<file path="src/rtl/vga_timing_gen.sv">
// VGA sync/timing generator with two selectable timing sets.
// Registered state is the pixel position, frame count and active mode; every
// other output is a combinational decode of that state, so sync/blank/strobe
// outputs line up with hpos/vpos with no extra latency. The requested mode is
// only adopted on the last pixel of a frame, which keeps mode switches glitch-free.
module vga_timing_gen #(
    parameter int CW       = 11,
    parameter int H0_VIEW  = 640,
    parameter int H0_FRONT = 16,
    parameter int H0_SYNC  = 96,
    parameter int H0_BACK  = 48,
    parameter int V0_VIEW  = 480,
    parameter int V0_FRONT = 10,
    parameter int V0_SYNC  = 2,
    parameter int V0_BACK  = 33,
    parameter int H0_POL   = 0,
    parameter int V0_POL   = 0,
    parameter int H1_VIEW  = 1024,
    parameter int H1_FRONT = 24,
    parameter int H1_SYNC  = 136,
    parameter int H1_BACK  = 160,
    parameter int V1_VIEW  = 768,
    parameter int V1_FRONT = 3,
    parameter int V1_SYNC  = 6,
    parameter int V1_BACK  = 29,
    parameter int H1_POL   = 0,
    parameter int V1_POL   = 0
) (
    input  logic          clk,
    input  logic          reset,
    input  logic          mode,
    output logic          mode_active,
    output logic [CW-1:0] hpos,
    output logic [CW-1:0] vpos,
    output logic          hsync,
    output logic          vsync,
    output logic          hblank,
    output logic          vblank,
    output logic          visible,
    output logic          hmax,
    output logic          vmax,
    output logic [7:0]    frame
);

    localparam int H0_TOTAL = H0_VIEW + H0_FRONT + H0_SYNC + H0_BACK;
    localparam int V0_TOTAL = V0_VIEW + V0_FRONT + V0_SYNC + V0_BACK;
    localparam int H1_TOTAL = H1_VIEW + H1_FRONT + H1_SYNC + H1_BACK;
    localparam int V1_TOTAL = V1_VIEW + V1_FRONT + V1_SYNC + V1_BACK;

    // Counters must be able to hold TOTAL-1 for every timing set.
    if (H0_TOTAL > (1 << CW)) begin : g_chk_h0
        $error("vga_timing_gen: H0 total does not fit in CW bits");
    end
    if (V0_TOTAL > (1 << CW)) begin : g_chk_v0
        $error("vga_timing_gen: V0 total does not fit in CW bits");
    end
    if (H1_TOTAL > (1 << CW)) begin : g_chk_h1
        $error("vga_timing_gen: H1 total does not fit in CW bits");
    end
    if (V1_TOTAL > (1 << CW)) begin : g_chk_v1
        $error("vga_timing_gen: V1 total does not fit in CW bits");
    end

    // Per-mode decode thresholds. Sync-end is one bit wider so a zero back
    // porch (sync end == TOTAL == 2^CW) cannot wrap to zero.
    localparam logic [CW-1:0] H0_VIEW_C = CW'(H0_VIEW);
    localparam logic [CW-1:0] H0_SS_C   = CW'(H0_VIEW + H0_FRONT);
    localparam logic [CW:0]   H0_SE_C   = (CW+1)'(H0_VIEW + H0_FRONT + H0_SYNC);
    localparam logic [CW-1:0] H0_MAX_C  = CW'(H0_TOTAL - 1);
    localparam logic [CW-1:0] V0_VIEW_C = CW'(V0_VIEW);
    localparam logic [CW-1:0] V0_SS_C   = CW'(V0_VIEW + V0_FRONT);
    localparam logic [CW:0]   V0_SE_C   = (CW+1)'(V0_VIEW + V0_FRONT + V0_SYNC);
    localparam logic [CW-1:0] V0_MAX_C  = CW'(V0_TOTAL - 1);
    localparam logic [CW-1:0] H1_VIEW_C = CW'(H1_VIEW);
    localparam logic [CW-1:0] H1_SS_C   = CW'(H1_VIEW + H1_FRONT);
    localparam logic [CW:0]   H1_SE_C   = (CW+1)'(H1_VIEW + H1_FRONT + H1_SYNC);
    localparam logic [CW-1:0] H1_MAX_C  = CW'(H1_TOTAL - 1);
    localparam logic [CW-1:0] V1_VIEW_C = CW'(V1_VIEW);
    localparam logic [CW-1:0] V1_SS_C   = CW'(V1_VIEW + V1_FRONT);
    localparam logic [CW:0]   V1_SE_C   = (CW+1)'(V1_VIEW + V1_FRONT + V1_SYNC);
    localparam logic [CW-1:0] V1_MAX_C  = CW'(V1_TOTAL - 1);
    localparam logic          H0_POL_C  = (H0_POL != 0);
    localparam logic          V0_POL_C  = (V0_POL != 0);
    localparam logic          H1_POL_C  = (H1_POL != 0);
    localparam logic          V1_POL_C  = (V1_POL != 0);

    logic [CW-1:0] hpos_q, hpos_d;
    logic [CW-1:0] vpos_q, vpos_d;
    logic [7:0]    frame_q, frame_d;
    logic          mode_q, mode_d;

    logic [CW-1:0] h_view, h_ss, h_max;
    logic [CW-1:0] v_view, v_ss, v_max;
    logic [CW:0]   h_se, v_se;
    logic          h_pol, v_pol;
    logic          hmax_w, vmax_w;

    // Select the timing set currently in force.
    always_comb begin
        h_view = H0_VIEW_C;
        h_ss   = H0_SS_C;
        h_se   = H0_SE_C;
        h_max  = H0_MAX_C;
        v_view = V0_VIEW_C;
        v_ss   = V0_SS_C;
        v_se   = V0_SE_C;
        v_max  = V0_MAX_C;
        h_pol  = H0_POL_C;
        v_pol  = V0_POL_C;
        if (mode_q) begin
            h_view = H1_VIEW_C;
            h_ss   = H1_SS_C;
            h_se   = H1_SE_C;
            h_max  = H1_MAX_C;
            v_view = V1_VIEW_C;
            v_ss   = V1_SS_C;
            v_se   = V1_SE_C;
            v_max  = V1_MAX_C;
            h_pol  = H1_POL_C;
            v_pol  = V1_POL_C;
        end
    end

    // Zero-latency decodes of the current position.
    always_comb begin
        hmax_w  = (hpos_q == h_max);
        vmax_w  = (vpos_q == v_max);
        hblank  = (hpos_q >= h_view);
        vblank  = (vpos_q >= v_view);
        visible = ~hblank & ~vblank;
        hsync   = ((hpos_q >= h_ss) && ({1'b0, hpos_q} < h_se)) ? h_pol : ~h_pol;
        vsync   = ((vpos_q >= v_ss) && ({1'b0, vpos_q} < v_se)) ? v_pol : ~v_pol;
    end

    // Next position; the mode request is adopted only on the frame's last pixel.
    always_comb begin
        hpos_d  = hpos_q + 1'b1;
        vpos_d  = vpos_q;
        frame_d = frame_q;
        mode_d  = mode_q;
        if (hmax_w) begin
            hpos_d = '0;
            if (vmax_w) begin
                vpos_d  = '0;
                frame_d = frame_q + 8'd1;
                mode_d  = mode;
            end else begin
                vpos_d = vpos_q + 1'b1;
            end
        end
    end

    // State register; reset restarts the frame and resamples the mode.
    always_ff @(posedge clk) begin
        if (reset) begin
            hpos_q  <= '0;
            vpos_q  <= '0;
            frame_q <= '0;
            mode_q  <= mode;
        end else begin
            hpos_q  <= hpos_d;
            vpos_q  <= vpos_d;
            frame_q <= frame_d;
            mode_q  <= mode_d;
        end
    end

    assign hpos        = hpos_q;
    assign vpos        = vpos_q;
    assign frame       = frame_q;
    assign mode_active = mode_q;
    assign hmax        = hmax_w;
    assign vmax        = vmax_w;

endmodule

</file>
<file path="config.mk">
export PLATFORM = sky130hd
export DESIGN_NAME = vga_timing_gen
export DESIGN_NICKNAME = d
export VERILOG_FILES = /design/src/rtl/vga_timing_gen.sv
export SDC_FILE = /design/constraint.sdc
export NUM_CORES = 1
export LEC_CHECK = 0
export ABC_AREA = 1
export BUFFER_PORTS_ARGS = -buffer_cell sky130_fd_sc_hd__clkbuf_2
export CELL_PAD_IN_SITES_DETAIL_PLACEMENT = 0
export CELL_PAD_IN_SITES_GLOBAL_PLACEMENT = 1
export CORE_UTILIZATION = 35
export CTS_CLUSTER_DIAMETER = 200
export DETAILED_ROUTE_END_ITERATION = 12
export HOLD_SLACK_MARGIN = 0.12
export PLACE_DENSITY = 0.77
export SYNTH_ARGS = -nofsm -noshare
export SYNTH_HDL_FRONTEND = slang
export SYNTH_SLANG_ARGS = --single-unit
</file>
<file path="constraint.sdc">
create_clock -name clk -period 2.13 [get_ports clk]
set_input_delay 0.426 -clock clk [delete_from_list [all_inputs] [get_ports clk]]
set_output_delay 0.426 -clock clk [all_outputs]
set_load 0.005 [all_outputs]
</file>
==> flow_summary.yaml <==
synthesis:
  yosysMostFrequentCell: "nand2_1"
  synthTopCellsByCount: "nand2_1, nor2_1, inv_1, nand3_1, dfxtp_1"
  synth.yosys.seq_area_share: 0.283
  async_flop_share: 0
  synth_top_flop_cell: "dfxtp_1"
  yosys_warnings: 0
  synthTopCellsByArea: "dfxtp_1, nand2_1, ha_1"
  syn_inst: 337
  yosysUniqueCellTypes: 33
  synth_top_area_share: 0.270
  synth_fp_nets: 359
  yosys_register_bits: 31
  syn_avg_cell_area_um2: 6.61
  synth_area_leader_cell: "dfxtp_1"
  syn_area_um2: 2230
  synth-edff-count: 1
layout:
  final_area_um2: 2910
  regArea_um2: 631
  multi_input_area_um2: 1560
  antennaDiodeCount: 0
  nets: 419
  drive_gt1_frac: 0.264
  fin_util: 0.483
  nFillCells: 616
  areaGrowthSynthToFinish_pct: 30.8
place:
  pre_cts_ws_ps: 100
  io_buffers: 40
  place_congestion: 0.873
  place_hpwl_mm: 4.27
  placed_cell_area_um2: 2590
min_path:
  min_to: "mode_active$_DFFE_PP_"
  worstHoldStart: "mode"
  hp-class: "in -> reg"
  hold_depth: 1
critical_path:
  critPathArrivalTime_ps: 1850
  worst_path_largest_cell_delay_ps: 460
  endpoint_kind: "output pin"
  required_ps: 1700
  worst_r2r_endpoint: "mode_active$_DFFE_PP_"
  crit_chain: "inv_4 -> ha_4 -> or2_4 -> o21bai_1 -> nand3b_1 -> nor2_1 -> buf_2"
  slowest_stage: "edfxtp_1"
  cp-start-kind: "flop"
  rrSetupSlack_ps: 130
  crit_type: "reg -> out"
  crit_path_max_fanout: 5
  reg2regPathDepth: 10
  rr_startpoint: "mode_active$_DFFE_PP_"
clocking:
  tritoncts: "done"
  insertion_delay_ps: 290
  cts_max_level: 2
  cts-root-buf: "clkbuf_8"
  cts_buffers: 5
  cts_buffer_depth: 2
  numClockSinks: 31
  clk_pin_slew_ps: 70
  cts_hold_buffers: 0
timing:
  finalCriticalPeriod_ps: 2280
  finalHoldViolations: 0
  finalWorstSetupSlack_ps: -147
  max_slew_margin: 0.774
  min_period_over_period: 1.07
  finalSetupViolations: 7
  rsz0062_at_grt: "true"
  timing.fmax_ghz: 0.439
  slew_violations: 0
  worstMarginPinSlew_ps: 339
  skew_ps: 9.32
global_routing:
  grt_pass1_wl_mm: 9.67
  overflow: 0
  antenna_found_initial: 0
  grt_pass1_vias: 2030
  grt_max_degree: 13
  grt.total_usage: 0.190
drt:
  drc: 0
  detail-route-antenna-nets: 0
  drtIter0Drc: 69
  wl_per_cell_um: 12.4
  vias: 2252
  wl_mm: 5.85
  avgViaCountPerCell: 4.76
  dr.pass1.iters: 5
power_and_ir_drop:
  leakagePower_nw: 1.37
  p_per_area_nw_per_um2: 404
  peakVddDrop_mv: 0.203
die:
  dieArea_um2: 6690
  coreArea_um2: 6030
  rows: 28
  start_util: 0.370
  die_x_um: 81.8
  die_y_um: 81.8
  ios: 41
outcome:
  outcome: "complete, but fails checks"
  failed_checks: "negative setup slack"
run:
  maxCapViolCount: 0
[worst max path at each step]
stage / from / to / cells after the start
finish: mode_active$_DFFE_PP_ / visible / 7
global route: mode_active$_DFFE_PP_ / visible / 7
CTS: mode_active$_DFFE_PP_ / visible / 7
detailed placement: mode_active$_DFFE_PP_ / visible / 8
global placement: mode_active$_DFFE_PP_ / hsync / 10
floorplan: mode_active$_DFFE_PP_ / visible / 7
[cells by family after synthesis]
kind of cell | share of synthesized area
AOI/OAI and AO/OA | 0.0820
buffers and inverters | 0.0944
xor gates and xnor gates | 0.0197
and+or+nand+nor | 0.414
adders and majority gates | 0.107
DFF | 0.283
[per-layer routing]
| layer | global-route usage | routed length, µm | share of wire | vias up |
|---|---|---|---|---|
| met5 | 0 | 0 | 0 | - |
| met4 | 0.0526 | 61 | 0.010 | 0 |
| met3 | 0.0333 | 218 | 0.037 | 7 |
| met2 | 0.313 | 2700 | 0.46 | 47 |
| met1 | 0.251 | 2870 | 0.49 | 1002 |
| li1 | - | - | - | 1196 |
[placed cells by master (no fill, tap or decap), types with 2 or more instances in the layout]
cell      netlist  layout
nor2_8          3       3
clkbuf_1        0       2
inv_2           5       6
nor3_1          3       3
dfxtp_1        30      30
nor2_2          2       3
buf_6           0       5
inv_1          40      38
buf_8           2       2
buf_4           1       9
nor3b_2         2       2
nor3_2          2       2
o21ai_0         6       4
a21oi_1        14      14
nand2_4         1       3
nor2_4          1       4
buf_2           0       2
clkbuf_2        0      38
ha_4            0       9
nand4_1         3       3
a31oi_1         4       4
o21ai_1         1       3
nand3_1        32      31
xor2_1          5       5
nand2_1        99      95
nand2_2         3       5
clkbuf_8        0       5
ha_1           19      10
o21bai_1        2       2
nor2_1         47      43
[state kept, by name, summed over array words and instances, names as in the netlist]
register and flops:
vpos 11, frame 8, hpos 11, mode_active 1
[stage by stage]
stage | hold slack [ps] | cells | power, W | TNS (ps)
after floorplan | 455 | 337 | 0.000664 | 0
after detailed placement | 470 | 460 | 0.000698 | 0
after global routing | 338 | 473 | 0.00123 | -1440
after CTS | 326 | 473 | 0.00118 | -662
final | 338 | 473 | 0.00118 | -682
after global placement | 459 | 460 | 0.000698 | 0
[power breakdown]
group          switching, W  total, W  leakage, nW  internal (W)
clock              0.000235  0.000464       0.0422      0.000229
combinational     0.0000638  0.000117         1.07     0.0000528
sequential       0.00000738  0.000596        0.252      0.000588
[what timing repair did]
action | in CTS | in global routing
pin swaps | 14 | 10
setup endpoints to repair | 7 | 19
resized for setup | 23 | 18
setup buffers | 5 | 0
[cell type report]
class / count / share of cell area
Timing Repair Buffer: 57 / 0.128
Clock buffer: 7 / 0.0262
Sequential cell: 31 / 0.216
Inverter: 45 / 0.0588
Clock inverter: 1 / 0.00172
Tap cell: 75 / 0.0322
Multi-Input combinational cell: 257 / 0.536
[worst max-delay path: cells and delay by family, from the launching register on]
kind	cells	cell delay, ps
buf+inv	2	210
compound gates	1	150
flops	1	460
fa+ha+maj	1	160
simple gates	3	580
No activity file was read; power rests on OpenSTA's default activity.
